[config.mk]
export PLATFORM = sky130hd
export DESIGN_NAME = fifo_ptr_ctrl_flat
export DESIGN_NICKNAME = d
export VERILOG_FILES = /design/src/rtl/fifo_pkg.sv /design/src/rtl/fifo_ptr_ctrl_if.sv /design/src/rtl/fifo_ptr.sv /design/src/rtl/fifo_ptr_ctrl.sv /design/src/flat_wrapper.sv
export SDC_FILE = /design/constraint.sdc
export NUM_CORES = 1
export LEC_CHECK = 0
export BUFFER_PORTS_ARGS = -buffer_cell sky130_fd_sc_hd__buf_4
export CORE_MARGIN = 5
export CORE_UTILIZATION = 47
export DETAILED_ROUTE_END_ITERATION = 10
export PLACE_DENSITY = 0.76
export RECOVER_POWER = 25
export SETUP_SLACK_MARGIN = 0.15
export SLEW_MARGIN = 40
export SYNTH_ARGS = -nofsm -noshare
export SYNTH_HDL_FRONTEND = slang
export SYNTH_HIERARCHICAL = 1
export SYNTH_SLANG_ARGS = --single-unit
[constraint.sdc]
create_clock -name wclk -period 2.8 [get_ports wclk]
set_input_delay 0.28 -clock wclk [delete_from_list [all_inputs] [get_ports wclk]]
set_output_delay 0.28 -clock wclk [all_outputs]
set_load 0.02 [all_outputs]
[src/rtl/fifo_pkg.sv]
// Shared constants and types for the FIFO pointer controller and FIFO_mem.
package fifo_pkg;

    localparam int FIFO_ADDR_W = 4;
    localparam int FIFO_DEPTH  = 16;
    localparam int FIFO_THRESH = 12;

    // Pointer carries one extra wrap bit above the memory address.
    typedef logic [FIFO_ADDR_W:0] fifo_ptr_t;

endpackage

[src/rtl/fifo_ptr_ctrl_if.sv]
// Request/status bundle between the FIFO users and the pointer controller.
interface fifo_ptr_ctrl_if
    import fifo_pkg::*;
#(
    parameter int ADDR_W = FIFO_ADDR_W
);

    logic              wr_req;
    logic              rd_req;
    logic              err_clr;
    logic              wen;
    logic [ADDR_W-1:0] waddr;
    logic [ADDR_W-1:0] raddr;
    logic              rd_ack;
    logic [ADDR_W:0]   count;
    logic              full;
    logic              empty;
    logic              threshold;
    logic              overflow;
    logic              underflow;

    // Producer/consumer side: issues requests, observes status.
    modport master (
        output wr_req, rd_req, err_clr,
        input  wen, waddr, raddr, rd_ack, count,
        input  full, empty, threshold, overflow, underflow
    );

    // Controller side.
    modport slave (
        input  wr_req, rd_req, err_clr,
        output wen, waddr, raddr, rd_ack, count,
        output full, empty, threshold, overflow, underflow
    );

endinterface

[src/rtl/fifo_ptr.sv]
// Wrapping FIFO pointer: ADDR_W+1 bits, async reset, increment enable.
module fifo_ptr
    import fifo_pkg::*;
#(
    parameter int ADDR_W = FIFO_ADDR_W
) (
    input  logic            clk,
    input  logic            rst,
    input  logic            inc,
    output logic [ADDR_W:0] ptr
);

    localparam logic [ADDR_W:0] ONE = (ADDR_W + 1)'(1);

    // Advance by one on each enabled edge; wraps naturally modulo 2**(ADDR_W+1).
    always_ff @(posedge clk or posedge rst) begin
        if (rst) begin
            ptr <= '0;
        end else if (inc) begin
            ptr <= ptr + ONE;
        end
    end

endmodule

[src/rtl/fifo_ptr_ctrl.sv]
// Pointer and flag controller for a single-clock FIFO in front of FIFO_mem.
module fifo_ptr_ctrl
    import fifo_pkg::*;
#(
    parameter int ADDR_W = FIFO_ADDR_W,
    parameter int DEPTH  = FIFO_DEPTH,
    parameter int THRESH = FIFO_THRESH
) (
    input  logic            wclk,
    input  logic            rst,
    fifo_ptr_ctrl_if.slave  bus
);

    localparam logic [ADDR_W:0] DEPTH_C  = (ADDR_W + 1)'(DEPTH);
    localparam logic [ADDR_W:0] THRESH_C = (ADDR_W + 1)'(THRESH);

    logic [ADDR_W:0] wptr;
    logic [ADDR_W:0] rptr;
    logic [ADDR_W:0] cnt;
    logic            full_i;
    logic            empty_i;
    logic            wen_i;
    logic            ack_i;
    logic            ov_q;
    logic            un_q;

    fifo_ptr #(.ADDR_W(ADDR_W)) u_wptr (
        .clk (wclk),
        .rst (rst),
        .inc (wen_i),
        .ptr (wptr)
    );

    fifo_ptr #(.ADDR_W(ADDR_W)) u_rptr (
        .clk (wclk),
        .rst (rst),
        .inc (ack_i),
        .ptr (rptr)
    );

    // Occupancy and accept decisions, all from registered pointers.
    always_comb begin
        cnt     = wptr - rptr;
        full_i  = (cnt == DEPTH_C);
        empty_i = (cnt == '0);
        wen_i   = bus.wr_req & ~full_i & ~rst;
        ack_i   = bus.rd_req & ~empty_i & ~rst;
    end

    // Sticky error flags; a new error on the same edge beats err_clr.
    always_ff @(posedge wclk or posedge rst) begin
        if (rst) begin
            ov_q <= 1'b0;
            un_q <= 1'b0;
        end else begin
            if (bus.wr_req & full_i) begin
                ov_q <= 1'b1;
            end else if (bus.err_clr) begin
                ov_q <= 1'b0;
            end
            if (bus.rd_req & empty_i) begin
                un_q <= 1'b1;
            end else if (bus.err_clr) begin
                un_q <= 1'b0;
            end
        end
    end

    // Drive the interface outputs.
    always_comb begin
        bus.wen       = wen_i;
        bus.rd_ack    = ack_i;
        bus.waddr     = wptr[ADDR_W-1:0];
        bus.raddr     = rptr[ADDR_W-1:0];
        bus.count     = cnt;
        bus.full      = full_i;
        bus.empty     = empty_i;
        bus.threshold = (cnt >= THRESH_C);
        bus.overflow  = ov_q;
        bus.underflow = un_q;
    end

endmodule

[src/flat_wrapper.sv]
// flat-port wrapper written by rule: the top's interface ports become plain ports
module fifo_ptr_ctrl_flat import fifo_pkg::*;
#(
    parameter int ADDR_W = FIFO_ADDR_W,
    parameter int DEPTH  = FIFO_DEPTH,
    parameter int THRESH = FIFO_THRESH
)
  (wclk, rst, bus_wr_req, bus_rd_req, bus_err_clr, bus_wen, bus_waddr, bus_raddr, bus_rd_ack, bus_count, bus_full, bus_empty, bus_threshold, bus_overflow, bus_underflow);
  fifo_ptr_ctrl_if #(.ADDR_W(ADDR_W)) bus_i ();
  input  logic wclk;
  input  logic rst;
  input wire logic [$bits(bus_i.wr_req)-1:0] bus_wr_req;
  input wire logic [$bits(bus_i.rd_req)-1:0] bus_rd_req;
  input wire logic [$bits(bus_i.err_clr)-1:0] bus_err_clr;
  output wire logic [$bits(bus_i.wen)-1:0] bus_wen;
  output wire logic [$bits(bus_i.waddr)-1:0] bus_waddr;
  output wire logic [$bits(bus_i.raddr)-1:0] bus_raddr;
  output wire logic [$bits(bus_i.rd_ack)-1:0] bus_rd_ack;
  output wire logic [$bits(bus_i.count)-1:0] bus_count;
  output wire logic [$bits(bus_i.full)-1:0] bus_full;
  output wire logic [$bits(bus_i.empty)-1:0] bus_empty;
  output wire logic [$bits(bus_i.threshold)-1:0] bus_threshold;
  output wire logic [$bits(bus_i.overflow)-1:0] bus_overflow;
  output wire logic [$bits(bus_i.underflow)-1:0] bus_underflow;
  assign bus_i.wr_req = bus_wr_req;
  assign bus_i.rd_req = bus_rd_req;
  assign bus_i.err_clr = bus_err_clr;
  assign bus_wen = bus_i.wen;
  assign bus_waddr = bus_i.waddr;
  assign bus_raddr = bus_i.raddr;
  assign bus_rd_ack = bus_i.rd_ack;
  assign bus_count = bus_i.count;
  assign bus_full = bus_i.full;
  assign bus_empty = bus_i.empty;
  assign bus_threshold = bus_i.threshold;
  assign bus_overflow = bus_i.overflow;
  assign bus_underflow = bus_i.underflow;
  fifo_ptr_ctrl #(.ADDR_W(ADDR_W), .DEPTH(DEPTH), .THRESH(THRESH)) u_core (.wclk(wclk), .rst(rst), .bus(bus_i));
endmodule
==> results.json <==
{
  "hold_violations": 0,
  "core-area_um2": 1470,
  "first_global_vias": 621,
  "synth_ff_type": "dfrtp_1",
  "crit_type": "reg2out",
  "yosysTopAreaCell": "dfrtp_1",
  "grt_max_degree": 9,
  "pin_count": 25,
  "ys_seq_area_frac": 0.418,
  "htreeDepth": 1,
  "yosys-top-cells-area": "dfrtp_1 42%, ha_1 10%, xnor2_1 8.5%",
  "vias_per_cell": 5.05,
  "vias": 601,
  "num_rows": 14,
  "tritoncts": "yes",
  "ctsLongestPathBuffers": 2,
  "min_path_type": "in2reg",
  "drive_gt1_frac": 0.524,
  "ant_nets": 0,
  "clock_skew_ns": 0.00172,
  "synth_edf_count": 0,
  "worstMarginPinSlew_ns": 0.439,
  "drt_first_pass_iters": 2,
  "final_util": 0.746,
  "syn_inst": 67,
  "multi_input_area_um2": 435,
  "ys_top_cells_by_count": "12 x dfrtp_1, 11 x inv_1, 7 x xnor2_1",
  "die_h_um": 49.1,
  "synth_seq_cells": 12,
  "clk_latency_ns": 0.27,
  "hold_start": "bus_rd_req",
  "drt_iter0_drc": 7,
  "dieWidth_um": 49.1,
  "cts_root_buf": "clkbuf_4",
  "regArea_um2": 303,
  "path_clk_slew_ns": 0.08,
  "grt_overflow": 0,
  "syn_nets": 79,
  "finalSetupTns_ns": 0,
  "grt_usage": 0.150,
  "max_cap_violations": 0,
  "synth.most_common_cell": "dfrtp_1",
  "grt_pass1_wl_um": 2790,
  "antennaDiodeCount": 0,
  "dieArea_um2": 2410,
  "start_util": 0.488,
  "finalCritPeriodShare": 0.955,
  "routabilityCongestion": 0.715,
  "slew_viol_final": 0,
  "synthArstFlopShare": 1.00,
  "dpl_cell_area_um2": 961,
  "fillCellCount": 118,
  "synth_top_area_share": 0.418,
  "r2r_start": "u_core/u_wptr/ptr[0]$_DFFE_PP0P_",
  "start_kind": "flop",
  "fmax_mhz": 374,
  "hold_slack_ns": 0.262,
  "drt_wl_total_um": 1660,
  "syn_area_per_cell_um2": 10.7,
  "slew-limit-headroom": 0.707,
  "syn_area_um2": 718,
  "ys_types": 22,
  "areaGrowthSynthToFinish_pct": 52.8,
  "route.detailed.drc": 0,
  "crit_path_start": "u_core/u_wptr/ptr[0]$_DFFE_PP0P_",
  "final_net_count": 116,
  "port_buffers": 24,
  "cts_buffers": 3,
  "status": "finished clean",
  "fin_area_um2": 1100,
  "period_minus_slack_ns": 2.68,
  "yosys_warnings": 6,
  "setup_viol": 0,
  "critical_path_peak_fanout": 6,
  "hpwl_um": 1240,
  "numClockSinks": 12,
  "rsz0062_at_grt": "true",
  "routedWlPerCell_um": 13.9,
  "grt_antenna_before_repair": 0,
  "worstSetupEndpointType": "primary output",
  "cp.arrival_ns": 2.40,
  "required_ns": 2.52
}
what timing repair did:
item / in CTS / in global routing
endpoints found under the setup margin: 5 / 5
gates resized for setup: 7 / 4
setup buffers: 6 / 1
hold buffers: 1 / 0
endpoints found under the hold margin: 12 / 0
pin swaps: 6 / 3
cells by family (layout without fill, tap and decap cells):
group	Yosys count	count (layout)	share of synthesized area
buffers and inverters	13	49	0.0697
XOR/XNOR	12	12	0.157
flip-flops	12	12	0.418
AND/OR/NAND/NOR	12	12	0.0906
AO/OA/AOI/OAI	9	9	0.101
adder cells (fa/ha/maj)	7	7	0.132
multiplexers	2	2	0.0314
per-stage QoR:
step                worst slack [ns]  std cells
floorplan                      0.167         67
global placement               0.185        107
detailed placement             0.130        107
CTS                            0.125        118
global route                  0.0333        119
finish                         0.125        119
worst paths after layout:
check | to | slack (ns) | cells after the start
worst max-delay path | bus_wen | 0.12 | 9
worst min-delay path | u_core/bus.underflow$_DFFE_PP0P_ | 0.26 | 3
worst max register to register | u_core/u_rptr/ptr[1]$_DFFE_PP0P_ | 0.28 | 10
worst min register to register | u_core/bus.overflow$_DFFE_PP0P_ | 0.49 | 2
max in group asynchronous | u_core/u_rptr/ptr[0]$_DFFE_PP0P_ | 2.12 | 3
min in group asynchronous | u_core/bus.overflow$_DFFE_PP0P_ | 0.47 | 3
cells in the final DEF (no fill, tap or decap), types with 3 or more instances in the layout:
cell / count
buf_4: 28
buf_6: 3
clkbuf_4: 3
dfrtp_1: 10
ha_1: 5
inv_1: 9
inv_2: 3
nand2_1: 3
nand4_1: 4
xnor2_1: 7
xor2_2: 3
critical path, stage by stage, from the launching register on:
cell and delay, ns:
dfrtp_2 0.41, inv_2 0.06, ha_4 0.12, inv_2 0.03, fa_2 0.34, buf_4 0.15
xor2_2 0.15, or3_4 0.39, o311a_4 0.33, buf_6 0.13
registers in the layout, indices dropped and copies added (netlist names):
name / flops
u_core/bus.overflow: 1
u_core/u_wptr/ptr: 5
u_core/bus.underflow: 1
u_core/u_rptr/ptr: 5
per-layer routing:
metal	wire, um	track usage
met1	635	0.164
met2	910	0.260
met3	95	0.0398
met4	12	0.0807
met5	0	0
cell type report:
type                       count  area share
clock buffer                   4      0.0331
inverter                      12      0.0410
multi-input combinational     42       0.397
sequential                    12       0.276
tap                           16      0.0182
timing repair buffer          33       0.235
Power is left out: the tool's default activity adds up to more than one toggle a clock period on the data nets, which glitch-free logic cannot reach.
